File: src/rtl/rip_gshare_predictor.sv
// Gshare branch direction predictor: PC xor speculative global history
// indexes a table of saturating counters, swept to INIT_CTR after reset.
module rip_gshare_predictor #(
  parameter int INDEX_WIDTH = 10,
  parameter int HISTORY_LEN = 8,
  parameter int CTR_WIDTH   = 2,
  parameter int PC_LSB      = 2,
  parameter int INIT_CTR    = 2 ** (CTR_WIDTH - 1)
) (
  input  logic                   clk,
  input  logic                   rstn,
  output logic                   init_done,
  input  logic                   pred_valid,
  output logic                   pred_ready,
  input  logic [31:0]            pc,
  output logic                   pred_out_valid,
  output logic                   pred_taken,
  output logic [INDEX_WIDTH-1:0] pred_index,
  output logic [CTR_WIDTH-1:0]   pred_ctr,
  output logic [HISTORY_LEN-1:0] pred_history,
  input  logic                   upd_valid,
  input  logic [INDEX_WIDTH-1:0] upd_index,
  input  logic [CTR_WIDTH-1:0]   upd_ctr,
  input  logic [HISTORY_LEN-1:0] upd_history,
  input  logic                   upd_taken,
  input  logic                   upd_mispredict
);

  localparam int DEPTH = 1 << INDEX_WIDTH;

  typedef enum logic {
    INIT,
    READY
  } state_t;

  state_t state;
  state_t state_nxt;

  logic [INDEX_WIDTH-1:0] init_addr;
  logic [INDEX_WIDTH-1:0] init_addr_nxt;
  logic [CTR_WIDTH-1:0]   table_q [DEPTH];
  logic [HISTORY_LEN-1:0] spec_hist;
  logic [HISTORY_LEN-1:0] hist_nxt;
  logic [HISTORY_LEN:0]   shift_cat;
  logic [HISTORY_LEN:0]   rec_cat;
  logic [INDEX_WIDTH-1:0] rd_idx;
  logic [CTR_WIDTH-1:0]   upd_ctr_nxt;
  logic                   accept;
  logic                   recover;
  logic                   issue;
  logic                   wr_en;
  logic [INDEX_WIDTH-1:0] wr_addr;
  logic [CTR_WIDTH-1:0]   wr_data;
  logic                   unused_bits;

  assign init_done  = (state == READY);
  assign pred_ready = init_done;
  assign pred_taken = pred_ctr[CTR_WIDTH-1];

  assign accept  = pred_valid & pred_ready;
  assign recover = init_done & upd_valid & upd_mispredict;
  assign issue   = accept & ~recover;

  assign rd_idx = pc[PC_LSB +: INDEX_WIDTH]
                ^ INDEX_WIDTH'(spec_hist);

  // One extra bit so the shift also works for HISTORY_LEN == 1.
  assign shift_cat = {spec_hist, pred_taken};
  assign rec_cat   = {upd_history, upd_taken};

  assign unused_bits = ^{pc, shift_cat[HISTORY_LEN],
                         rec_cat[HISTORY_LEN]};

  always_comb begin
    state_nxt     = state;
    init_addr_nxt = init_addr;
    case (state)
      INIT: begin
        init_addr_nxt = init_addr + 1'b1;
        if (init_addr == '1)
          state_nxt = READY;
      end
      READY: ;
      default: state_nxt = INIT;
    endcase
  end

  always_comb begin
    upd_ctr_nxt = upd_ctr;
    unique case (1'b1)
      upd_taken && (upd_ctr != '1):
        upd_ctr_nxt = upd_ctr + 1'b1;
      !upd_taken && (upd_ctr != '0):
        upd_ctr_nxt = upd_ctr - 1'b1;
      default: ;
    endcase
  end

  always_comb begin
    wr_en   = 1'b0;
    wr_addr = upd_index;
    wr_data = upd_ctr_nxt;
    if (state == INIT) begin
      wr_en   = rstn;
      wr_addr = init_addr;
      wr_data = CTR_WIDTH'(INIT_CTR);
    end else begin
      wr_en = rstn & upd_valid;
    end
  end

  always_comb begin
    hist_nxt = spec_hist;
    if (recover)
      hist_nxt = rec_cat[HISTORY_LEN-1:0];
    else if (pred_out_valid)
      hist_nxt = shift_cat[HISTORY_LEN-1:0];
  end

  always_ff @(posedge clk) begin
    if (wr_en)
      table_q[wr_addr] <= wr_data;
  end

  always_ff @(posedge clk) begin
    if (!rstn) begin
      state          <= INIT;
      init_addr      <= '0;
      spec_hist      <= '0;
      pred_out_valid <= 1'b0;
      pred_index     <= '0;
      pred_ctr       <= '0;
      pred_history   <= '0;
    end else begin
      state          <= state_nxt;
      init_addr      <= init_addr_nxt;
      spec_hist      <= hist_nxt;
      pred_out_valid <= issue;
      if (issue) begin
        pred_index   <= rd_idx;
        pred_ctr     <= table_q[rd_idx];
        pred_history <= spec_hist;
      end
    end
  end

endmodule

File: config.mk
export PLATFORM = sky130hd
export DESIGN_NAME = rip_gshare_predictor
export DESIGN_NICKNAME = d
export VERILOG_FILES = /design/src/rtl/rip_gshare_predictor.sv
export SDC_FILE = /design/constraint.sdc
export NUM_CORES = 2
export LEC_CHECK = 0
export BUFFER_PORTS_ARGS = -buffer_cell sky130_fd_sc_hd__buf_2
export CORE_MARGIN = 8
export CORE_UTILIZATION = 35
export CTS_BUF_LIST = sky130_fd_sc_hd__clkbuf_16
export CTS_CLUSTER_SIZE = 10
export DETAILED_ROUTE_END_ITERATION = 8
export HOLD_SLACK_MARGIN = 0.08
export PLACE_DENSITY = 0.59
export RECOVER_POWER = 25
export SLEW_MARGIN = 25
export SYNTH_ARGS = -nofsm -noshare
export SYNTH_HDL_FRONTEND = slang
export SYNTH_SLANG_ARGS = --single-unit
File: constraint.sdc
create_clock -name clk -period 173.6 [get_ports clk]
set_input_delay 26.04 -clock clk [delete_from_list [all_inputs] [get_ports clk]]
set_output_delay 26.04 -clock clk [all_outputs]
set_load 0.02 [all_outputs]
==> results by group <==
Outcome
  • Outcome: complete, but fails checks
  • Failing checks: capacitance limit, slew limit

Floorplanning
  • Die width: ~500 um
  • Die height: 510.2 um
  • # IOs: 82
  • Initial Util: 35.18%
  • Total die area: between 200000 and 300000 um^2
  • Core area: 243000 um^2
  • Row count: approximately 180

Layout
  • Nets: approximately 5200
  • Area grow syn2layout: 11.58%
  • Fin cells: between 8000 and 9000
  • Fin util: between 30% and 40%
  • Share of layout cells above drive strength 1: 17.24%

Worst setup path
  • Crit path DAT: 38.37 ns
  • Worst path cell trace: clkbuf_1 > a21oi_1 > o21ai_4 > clkbuf_1 > clkbuf_1 > clkbuf_1 > buf_4
  • CP Class: input port to flop
  • Crit path largest cell delay: 3.56 ns
  • WP buf/inv: 5
  • Largest delay contributor family on the critical path: buffers and inverters
  • CP required: between 150 and 200 ns
  • Startpoint Class: input port
  • Worst-path fanout max: 122
  • Critical Path Most Common Cell: clkbuf_1
  • Crit end category: flop
  • Slowest cell on the critical path: clkbuf_1

Clocking
  • Maximum buffer depth of the clock tree: 3
  • H-tree depth: 4
  • Clk sinks: 2088
  • Reg clk slew, reported paths: 0.05 ns
  • Clock Root Buffer: clkbuf_16
  • CTS Buf Count: between 200 and 250
  • Worst-Skew Late Latency: 0.85 ns
  • Hold Buf Count CTS: 0
  • CTS resizes: 0
  • Setup bufs post-CTS: 0
  • CTS tree: built

Detailed routing
  • Iteration-0 DRC Markers: 6367
  • TritonRoute pass-1 iters: 5
  • # DRC: 0
  • DRT Wirelength: 245900 um
  • Vias per inst: roughly 5.7
  • Antenna Nets Post-Route: 0
  • WL/cell: 29.06 um
  • Vias: 48440

STA
  • Post-Route Setup TNS: 0 ns
  • Hold slack: around 0.47 ns
  • Slew @ Worst Pin: 5.147 ns
  • Final WS setup: 135.74 ns
  • Final Max Tran Viols: 897
  • Final min period: approximately 38 ns
  • Fin. Hold Viols: 0
  • Final period util: approximately 22%
  • Max Fclk: 26.42 MHz
  • Unrepaired setup endpoints after global routing: no
  • # setup viols final: 0
  • Slew margin rel.: -243.1%
  • Clk_skew: 0.03581 ns

Logic synthesis
  • Register bit total from synthesis: 2088
  • Post-Syn Area per Cell: 16.63 um^2
  • Post-synthesis sequential area ratio: 72.88%
  • Post-Syn Nets: 5200
  • Number of synthesized flops with an enable pin: between 2000 and 2500
  • Cells after synthesis: 5141
  • Post-synth top area share: 71.95%
  • Synthesized cell area: ~85000 um^2
  • Leading area contributor after synthesis: edfxtp_1
  • Fraction of registers with async set/reset: 0%
  • Synth cell count leaders: edfxtp_1 (2048), nor2_1 (1085), mux4_2 (424), nand2_1 (416), clkbuf_1 (263)
  • Most common cell in the synthesized netlist: edfxtp_1
  • Synth Warn #: 0
  • Netlist cell types: 75
  • Post-synth top flop: edfxtp_1
  • Top post-synthesis cells by area: edfxtp_1 (72%), mux4_2 (11%), nor2_1 (4.8%), nand2_1 (1.8%), clkbuf_1 (1.2%)

Placement
  • Hpwl dp: 131700 um
  • DP Worst Slack: 141.16 ns
  • DP Cell Count: a little over 8000
  • Port bufs: 58
  • GP Congestion: 0.8132

Power and ir drop
  • Sequential share of power: 54.0%
  • Peak VDD IR: 0.01099 mV
  • Clock power share: 41.8%
  • Pwr Density: 10.58 nW/um^2
  • Combinational group share of total power: around 4.2%
  • Leak: about 30 nW
  • Internal Dissipation: 793.8 uW
  • Sw Ratio: 21.34%
  • NetSw: 215.3 uW

GRT
  • Gr usage total: 18.47%
  • Vias in the first global route: between 40000 and 50000
  • Initial antenna violation count: 11
  • Largest net degree at the start of global routing: 234
  • First-pass GRT wire length: ~350000 um
  • Grt total ovfl: 0

Min path
  • Hold Path Class: flop to flop

Run
  • MaxCap Viol Count: 15
## layout make-up
type,instances,area [um^2]
Antenna cell,3,7.507
Clock buffer,229,5731
Clock inverter,99,543.0
Fill cell,22140,147600
Inverter,6,22.52
Multi-Input combinational cell,2640,21380
Sequential cell,2088,62300
Tap cell,3202,4006
Timing Repair Buffer,194,1395
## tightest hold or removal path, cell delays in order, from the launching register on
cell and delay (ns):
dfxtp_1 0.30, nand2_1 0.05, a21boi_0 0.06
## cell usage in the layout (no fill, tap or decap), drive strengths merged, types with 16 or more instances in the layout
cell type,count
a21oi,39
a22oi,47
nand3,111
nand4,40
o211a,16
nand2,416
o22ai,26
a22o,46
mux2i,49
o2111ai,20
o21ai,26
mux4,457
buf,157
nor3,30
a221oi,43
a32oi,22
nor2,1086
clkbuf,266
inv,97
dfxtp,40
a31oi,22
edfxtp,2048
## registers in the layout, summed over array words and instances (netlist names)
signal	flops
init_done	1
table_q	2048
init_addr	10
pred_ctr	2
spec_hist	8
pred_index	10
pred_out_valid	1
pred_history	8
## metrics by stage
step / total power, mW / area (um^2)
floorplan: 0.5825 / 85480
global placement: 0.5975 / 89160
detailed placement: 0.5976 / 89200
CTS: 1.016 / 95480
global route: 1.035 / 95380
finish: 1.009 / 95380
## power by group through the flow
| stage | sequential, mW | clock, mW | combinational [mW] |
|---|---|---|---|
| after detailed placement | 0.556 | 0 | 0.0419 |
| after global placement | 0.556 | 0 | 0.0419 |
| final | 0.545 | 0.422 | 0.0420 |
| after floorplan | 0.556 | 0 | 0.0269 |
| after CTS | 0.545 | 0.428 | 0.0420 |
| after global routing | 0.545 | 0.447 | 0.0438 |
## routing by layer
layer	GRT usage (%)	vias up	share of wire (%)
li1	-	19950	-
met1	25.26	25560	40
met2	29.65	2448	47
met3	3.866	479	9.3
met4	6.028	4	3.3
met5	0	-	0.011
## cell families (layout without fill, tap and decap cells)
kind of cell | Yosys count | after routing | synth area share, %
DFF | 2088 | 2088 | 72.88
and+or+nand+nor | 1730 | 1730 | 8.073
muxes | 508 | 508 | 12.79
buffers and inverters | 413 | 528 | 2.557
AOI/OAI and AO/OA | 378 | 378 | 3.434
xor gates and xnor gates | 23 | 23 | 0.2532
adders and majority gates | 1 | 1 | 0.01464
other | 0 | 3 | 0
## final timing paths
kind / startpoint / endpoint / slack [ns] / cells after the start
min reg2reg: pred_history[0] / pred_history[0] / 0.47 / 2
max reg2reg: init_done / table_q[1011][1] / 160.81 / 5
max: upd_ctr[1] / table_q[1011][1] / 135.74 / 7
min: pred_history[0] / pred_history[0] / 0.47 / 2
No activity file was read; power rests on OpenSTA's default activity.
